## src/rtl/msg_stream_packer_pkg.sv

```systemverilog
// msg_stream_packer_pkg: shared SHA-2 AXIS widths, tuser length field and length helper.
package msg_stream_packer_pkg;
    localparam int BLOCK_DATA_WIDTH = 512;
    localparam int WORDS_DATA_WIDTH = 64;
    localparam int TUSER_WIDTH = 128;
    localparam int TUSER_LEN_LSB = 0;
    localparam int TUSER_LEN_MSB = 63;
    typedef logic [TUSER_LEN_MSB-TUSER_LEN_LSB:0] len_t;
    function automatic len_t len_add(input len_t a, input len_t b);
        logic [$bits(len_t):0] s;
        s = {1'b0, a} + {1'b0, b};
        return s[$bits(len_t)] ? '1 : s[$bits(len_t)-1:0];
    endfunction
endpackage

```

## src/rtl/msg_stream_packer_if.sv

```systemverilog
// msg_stream_packer_if: AXIS bundle with master/slave modports.
interface msg_stream_packer_if
    import msg_stream_packer_pkg::*;
#(
    parameter int DW = WORDS_DATA_WIDTH,
    parameter int UW = TUSER_WIDTH
);
    logic [DW-1:0] tdata;
    logic [DW/8-1:0] tkeep;
    logic [UW-1:0] tuser;
    logic tvalid;
    logic tready;
    logic tlast;
    modport master(output tdata, tkeep, tuser, tvalid, tlast, input tready);
    modport slave(input tdata, tkeep, tuser, tvalid, tlast, output tready);
endinterface

```

## src/rtl/msg_stream_packer_axis_out_reg.sv

```systemverilog
// axis_out_reg: single AXIS output holding register; slot_free tells the producer it may load.
module axis_out_reg
    import msg_stream_packer_pkg::*;
#(
    parameter int DW = BLOCK_DATA_WIDTH,
    parameter int KW = BLOCK_DATA_WIDTH / 8,
    parameter int UW = TUSER_WIDTH
) (
    input logic clk,
    input logic rst_n,
    input logic load,
    input logic [DW-1:0] data,
    input logic [KW-1:0] keep,
    input logic [UW-1:0] user,
    input logic last,
    output logic slot_free,
    msg_stream_packer_if.master m
);
    assign slot_free = !m.tvalid || m.tready;
    always_ff @(posedge clk or negedge rst_n) begin
        if (!rst_n) begin
            m.tvalid <= 1'b0;
            m.tdata <= '0;
            m.tkeep <= '0;
            m.tuser <= '0;
            m.tlast <= 1'b0;
        end else if (load) begin
            m.tvalid <= 1'b1;
            m.tdata <= data;
            m.tkeep <= keep;
            m.tuser <= user;
            m.tlast <= last;
        end else if (m.tready) begin
            m.tvalid <= 1'b0;
        end
    end
endmodule

```

## src/rtl/msg_stream_packer.sv

```systemverilog
// msg_stream_packer: packs a narrow AXIS message stream into hash-block-wide AXIS beats.
// Optional MSG_LEN_TUSER_EN: m_axis tuser low field carries the running message length in bits.
module msg_stream_packer
    import msg_stream_packer_pkg::*;
#(
    parameter int S_AXIS_DATA_WIDTH = WORDS_DATA_WIDTH,
    parameter int M_AXIS_DATA_WIDTH = BLOCK_DATA_WIDTH,
    parameter int AXIS_TUSER_WIDTH = TUSER_WIDTH
) (
    input logic axis_aclk,
    input logic axis_resetn,
    msg_stream_packer_if.slave s_axis,
    msg_stream_packer_if.master m_axis
);
    localparam int SW = S_AXIS_DATA_WIDTH;
    localparam int MW = M_AXIS_DATA_WIDTH;
    localparam int UW = AXIS_TUSER_WIDTH;
    localparam int SK = SW / 8;
    localparam int MK = MW / 8;
    localparam int RATIO = MW / SW;
    localparam int LW = $clog2(RATIO);
    logic [LW-1:0] lane;
    logic [MW-1:0] acc_data, nxt_data, ld_data;
    logic [MK-1:0] acc_keep, nxt_keep, ld_keep;
    logic [UW-1:0] tuser_lat, tuser_cur, blk_user, acc_user, ld_user;
    logic acc_full, acc_last, first, slot_free, take, close, load, ld_last;
    assign s_axis.tready = !acc_full;
    always_comb begin
        take = s_axis.tvalid && !acc_full;
        close = take && (s_axis.tlast || lane == LW'(RATIO - 1));
        nxt_data = acc_data | (MW'(s_axis.tdata) << (int'(lane) * SW));
        nxt_keep = acc_keep | (MK'(s_axis.tkeep) << (int'(lane) * SK));
        tuser_cur = first ? s_axis.tuser : tuser_lat;
        load = slot_free && (acc_full || close);
        ld_data = acc_full ? acc_data : nxt_data;
        ld_keep = acc_full ? acc_keep : nxt_keep;
        ld_user = acc_full ? acc_user : blk_user;
        ld_last = acc_full ? acc_last : s_axis.tlast;
    end
`ifdef MSG_LEN_TUSER_EN
    len_t len_cnt, blk_len;
    always_comb begin
        blk_len = len_add(len_cnt, len_t'($countones(nxt_keep)) << 3);
        blk_user = tuser_cur;
        blk_user[TUSER_LEN_MSB:TUSER_LEN_LSB] = blk_len;
    end
    always_ff @(posedge axis_aclk or negedge axis_resetn) begin
        if (!axis_resetn) len_cnt <= '0;
        else if (close) len_cnt <= s_axis.tlast ? '0 : blk_len;
    end
`else
    assign blk_user = tuser_cur;
`endif
    // a closed block bypasses the accumulator when the output slot is free
    always_ff @(posedge axis_aclk or negedge axis_resetn) begin
        if (!axis_resetn) begin
            lane <= '0;
            acc_data <= '0;
            acc_keep <= '0;
            acc_user <= '0;
            acc_full <= 1'b0;
            acc_last <= 1'b0;
            first <= 1'b1;
            tuser_lat <= '0;
        end else if (take) begin
            first <= s_axis.tlast;
            tuser_lat <= tuser_cur;
            lane <= close ? '0 : lane + LW'(1);
            acc_data <= (close && slot_free) ? '0 : nxt_data;
            acc_keep <= (close && slot_free) ? '0 : nxt_keep;
            acc_full <= close && !slot_free;
            acc_last <= s_axis.tlast;
            acc_user <= blk_user;
        end else if (acc_full && slot_free) begin
            acc_full <= 1'b0;
            acc_data <= '0;
            acc_keep <= '0;
        end
    end
    axis_out_reg #(.DW(MW), .KW(MK), .UW(UW)) u_out (
        .clk(axis_aclk),
        .rst_n(axis_resetn),
        .load(load),
        .data(ld_data),
        .keep(ld_keep),
        .user(ld_user),
        .last(ld_last),
        .slot_free(slot_free),
        .m(m_axis)
    );
endmodule

```

## src/flat_wrapper.sv

```systemverilog
// flat-port wrapper written by rule: the top's interface ports become plain ports
module msg_stream_packer_flat import msg_stream_packer_pkg::*;
#(
    parameter int S_AXIS_DATA_WIDTH = WORDS_DATA_WIDTH,
    parameter int M_AXIS_DATA_WIDTH = BLOCK_DATA_WIDTH,
    parameter int AXIS_TUSER_WIDTH = TUSER_WIDTH
)
  (axis_aclk, axis_resetn, s_axis_tdata, s_axis_tkeep, s_axis_tuser, s_axis_tvalid, s_axis_tlast, s_axis_tready, m_axis_tdata, m_axis_tkeep, m_axis_tuser, m_axis_tvalid, m_axis_tlast, m_axis_tready);
  msg_stream_packer_if #(.DW(64), .UW(128)) s_axis_i ();
  msg_stream_packer_if #(.DW(512), .UW(128)) m_axis_i ();
  input logic axis_aclk;
  input logic axis_resetn;
  input wire logic [$bits(s_axis_i.tdata)-1:0] s_axis_tdata;
  input wire logic [$bits(s_axis_i.tkeep)-1:0] s_axis_tkeep;
  input wire logic [$bits(s_axis_i.tuser)-1:0] s_axis_tuser;
  input wire logic [$bits(s_axis_i.tvalid)-1:0] s_axis_tvalid;
  input wire logic [$bits(s_axis_i.tlast)-1:0] s_axis_tlast;
  output wire logic [$bits(s_axis_i.tready)-1:0] s_axis_tready;
  output wire logic [$bits(m_axis_i.tdata)-1:0] m_axis_tdata;
  output wire logic [$bits(m_axis_i.tkeep)-1:0] m_axis_tkeep;
  output wire logic [$bits(m_axis_i.tuser)-1:0] m_axis_tuser;
  output wire logic [$bits(m_axis_i.tvalid)-1:0] m_axis_tvalid;
  output wire logic [$bits(m_axis_i.tlast)-1:0] m_axis_tlast;
  input wire logic [$bits(m_axis_i.tready)-1:0] m_axis_tready;
  assign s_axis_i.tdata = s_axis_tdata;
  assign s_axis_i.tkeep = s_axis_tkeep;
  assign s_axis_i.tuser = s_axis_tuser;
  assign s_axis_i.tvalid = s_axis_tvalid;
  assign s_axis_i.tlast = s_axis_tlast;
  assign s_axis_tready = s_axis_i.tready;
  assign m_axis_tdata = m_axis_i.tdata;
  assign m_axis_tkeep = m_axis_i.tkeep;
  assign m_axis_tuser = m_axis_i.tuser;
  assign m_axis_tvalid = m_axis_i.tvalid;
  assign m_axis_tlast = m_axis_i.tlast;
  assign m_axis_i.tready = m_axis_tready;
  msg_stream_packer #(.S_AXIS_DATA_WIDTH(S_AXIS_DATA_WIDTH), .M_AXIS_DATA_WIDTH(M_AXIS_DATA_WIDTH), .AXIS_TUSER_WIDTH(AXIS_TUSER_WIDTH)) u_core (.axis_aclk(axis_aclk), .axis_resetn(axis_resetn), .s_axis(s_axis_i), .m_axis(m_axis_i));
endmodule
```

## config.mk

```make
export PLATFORM = sky130hd
export DESIGN_NAME = msg_stream_packer_flat
export DESIGN_NICKNAME = d
export VERILOG_FILES = /design/src/rtl/msg_stream_packer_pkg.sv /design/src/rtl/msg_stream_packer_if.sv /design/src/rtl/msg_stream_packer_axis_out_reg.sv /design/src/rtl/msg_stream_packer.sv /design/src/flat_wrapper.sv
export SDC_FILE = /design/constraint.sdc
export NUM_CORES = 2
export LEC_CHECK = 0
export CAP_MARGIN = 15
export CORE_AREA = 2 2 356 358
export CTS_BUF_LIST = sky130_fd_sc_hd__clkbuf_8
export DETAILED_ROUTE_END_ITERATION = 16
export DIE_AREA = 0 0 358 360
export DONT_BUFFER_PORTS = 1
export GPL_ROUTABILITY_DRIVEN = 0
export GPL_TIMING_DRIVEN = 0
export PLACE_DENSITY = 0.61
export SETUP_SLACK_MARGIN = 0.2
export SYNTH_ARGS = -nofsm -noshare
export SYNTH_HDL_FRONTEND = slang
export SYNTH_SLANG_ARGS = --single-unit
```

## constraint.sdc

```tcl
create_clock -name axis_aclk -period 4.5 [get_ports axis_aclk]
set_clock_uncertainty 0.1 [all_clocks]
set_input_delay 0.9 -clock axis_aclk [delete_from_list [all_inputs] [get_ports axis_aclk]]
set_output_delay 0.9 -clock axis_aclk [all_outputs]
set_load 0.05 [all_outputs]
```

==> impl_results.md <==
- VDD IR-drop max: 0.475 mV
- Final hold vios: 9
- # setup viols final: 0
- P_sw: 16.0 mW
- Met3 usage: between 15 and 20%
- Mapped Avg Cell Area: 11.9 um2
- Die width: 358 um
- Hold Slack: -0.0422 ns
- DIE AREA: approximately 130000 um2
- Dpl hpwl: about 170000 um
- Dominant synthesized flop cell: dfrtp_1
- Period utilization: 81.4%
- Ports: between 900 and 1k
- Crit Path Max Fanout: 10
- Initial antenna violation count: 32
- Avg Vias per Cell: between 6 and 7
- Most common cell in the netlist: dfrtp_1
- Leak: 28.7 nW
- EDFF count, synth: 0
- Slowest stage delay, CP: ~0.85 ns
- Fin util: 54.1%
- Outcome: finished, violations left
- Clock Path Buffers: 3
- Reg2reg setup slack: 0.84 ns
- Fraction of layout cells with a size suffix above 1: between 15 and 20%
- Violated checks: negative hold slack
- Met1 GRT Util: a little under half
- Final Critical Period: about 3.7 ns
- Worst-path clk slew: around 0.070 ns
- Internal power: roughly 23 mW
- Vias in the first global route: 46.9k
- Type of element launching the critical path: register
- YS warnings: 0
- Cell taking the most area after synthesis: dfrtp_1
- Setup Fix Bufs, Post-CTS: 0
- Unrepaired setup endpoints after global routing: no
- Place WS: 0.899 ns
- Clk Tree Root Cell: clkbuf_8
- Grt ovf: 0
- Chip height: about 360 um
- Final setup margin: approximately 0.84 ns
- Post-Place Cells: 6577
- Via count: 47.3k
- Register area share after synthesis: between 60 and 70%
- Cell area power density: 578 nW/um2
- Routed wire length per instance: roughly 35 um
- Nets: 5536
- Largest net degree at the start of global routing: about 1.4k
- GRT Total Usage: a little under two fifths
- First-pass GRT wire length: 350000 um
- Core Rows: 130
- CP Class: register to register
- CTS sink cnt: around 1.4k
- CTS tree: yes
- Min-Delay Path Class: primary input to async pin
- Worst slew pin tran: 1.43 ns
- GR peak layer: met2
- Total Power: about 39 mW
- CTS HTree Levels: 4
- Starting DRC count in detailed routing: 5642
- Post-synth ARST share: 100%
- Resized Gates After CTS: 0
- Worst-Skew Late Latency: about 1.0 ns
- Synth top cells by count: dfrtp_1 (1415), o31ai_1 (632), a21oi_1 (577)
- CTS Buf Count: roughly 230
- CP endpoint kind: register
- Top cells by area, synth: dfrtp_1 (60%), o31ai_1 (8.1%), o2bb2ai_1 (8.0%), mux2_2 (7.4%), a21oi_1 (4.9%)
- Drt drc: 0
- Clock power frac: a little under a third
- Relative slew slack: under 10%
- Detailed Route WL: around 250000 um
- Synth Register Bits: 1416
- Fmax: approximately 270 MHz
- 1st-pass router iterations: 6
- Cell count after synthesis: roughly 4.9k
- Slowest CP cell: clkbuf_1
- Worst Path Buf+Inv: 3
- Remaining antenna violation count: 0
- Crit-path cells: ha_1 -> ha_1 -> or2_2 -> a211o_1 -> clkbuf_1 -> buf_2 -> clkbuf_1 -> o2bb2ai_1
- Distinct cells, synth: 40
- Comb power frac: about 14%
- Mapped cell area: slightly below 60000 um2
- Top delay family on crit path: buffers and inverters
- Layout area overhead: 15.4%
- CP arrival: approximately 4.4 ns
- Max-Cap Viols: 0
- Met2 global-route usage: a little under three fifths
- Sw frac: 41.0%
- Non-Filler Instances: approximately 7.2k
- Initial Utilization: between 40 and 50%
- Max-slew violations: 0
- Fin Setup TNS: 0 ns
- Port Buffers: 0
- Sequential power share: 55.8%
- Worst Path Required: roughly 5.2 ns
- Syn Nets: 5118
- Post-synth top area share: about 60%
- # hold bufs at CTS: between 150 and 200
- Core Footprint: roughly 120000 um2
-- per-stage QoR --
stage | area (um2) | hold slack [ns]
after floorplan | 58500 | 0.336
after global placement | 60600 | 0.349
after detailed placement | 60900 | 0.348
after CTS | 67200 | -0.479
after global routing | 67500 | 0.0297
final | 67500 | -0.0422
-- registers in the layout (all words and copies together) (netlist names), 3 cells and up --
register	flops
u_core.acc_data	512
u_core.acc_keep	64
u_core.lane	3
u_core.tuser_lat	128
u_core.u_out.m.tdata	512
u_core.u_out.m.tkeep	64
u_core.u_out.m.tuser	128
-- per-layer routing --
layer	up-vias	part of all wire (%)
met5	-	0.054
met4	22	5.9
met3	603	12
met2	2696	44
met1	24400	38
li1	19500	-
-- cells in the final DEF (no fill, tap or decap), types with 4 or more instances in the layout --
cell / instances
dfrtp_1: 1415
o31ai_1: 632
a21oi_1: 577
o21ai_0: 561
o2bb2ai_1: 532
clkbuf_1: 448
mux2_2: 387
clkbuf_8: 284
dlygate4sd3_1: 158
buf_2: 117
inv_1: 100
nand2_1: 100
a22o_1: 37
clkinv_2: 25
diode_2: 15
o21ai_1: 15
nor2_1: 14
buf_1: 13
buf_6: 10
buf_16: 10
clkbuf_2: 9
a41oi_1: 8
bufinv_16: 6
buf_8: 6
nor2b_1: 5
nand3_1: 4
inv_12: 4
buf_12: 4
-- worst register-to-register path: stages, from the launching register on --
cell and delay [ns]:
dfrtp_1 0.52, ha_1 0.21, ha_1 0.21, or2_2 0.20
a211o_1 0.13, clkbuf_1 0.85, buf_2 0.50, clkbuf_1 0.58
o2bb2ai_1 0.18
-- power by group through the flow --
stage	Sequential (mW)	Combinational, mW	Clock (mW)
finish	21.8	5.52	11.7
global route	21.9	5.95	12.4
CTS	21.7	5.15	11.8
detailed placement	21.9	5.00	0
global placement	21.9	4.85	0
floorplan	20.6	3.48	0
-- layout make-up --
type	count	area [um2]
Antenna cell	15	37.5
Multi-Input combinational cell	2901	20700
Fill cell	10800	57400
Inverter	2	7.51
Tap cell	1650	2060
Clock inverter	145	886
Clock buffer	284	3910
Timing Repair Buffer	185	2100
Buffer	592	2420
Sequential cell	1416	35400
-- logic make-up after synthesis --
| logic type | synth area share [%] |
|---|---|
| flip-flops | 60.5 |
| adder cells (fa/ha/maj) | 0.0427 |
| AND/OR/NAND/NOR | 1.09 |
| AO/OA/AOI/OAI | 26.8 |
| multiplexers | 7.45 |
| buffers and inverters | 4.12 |
-- final timing paths --
kind                            cells after the start              from                         to
max in group asynchronous                           3       axis_resetn       u_core.acc_data[226]
worst max register to register                      8    u_core.lane[1]       u_core.acc_data[491]
worst max-delay path                                8    u_core.lane[1]       u_core.acc_data[491]
min in group axis_aclk                              2  s_axis_tdata[31]  u_core.u_out.m.tdata[479]
worst min register to register                      2      u_core.first               u_core.first
worst min-delay path                                1       axis_resetn  u_core.u_out.m.tdata[335]
Power figures use the tool's default switching activity.
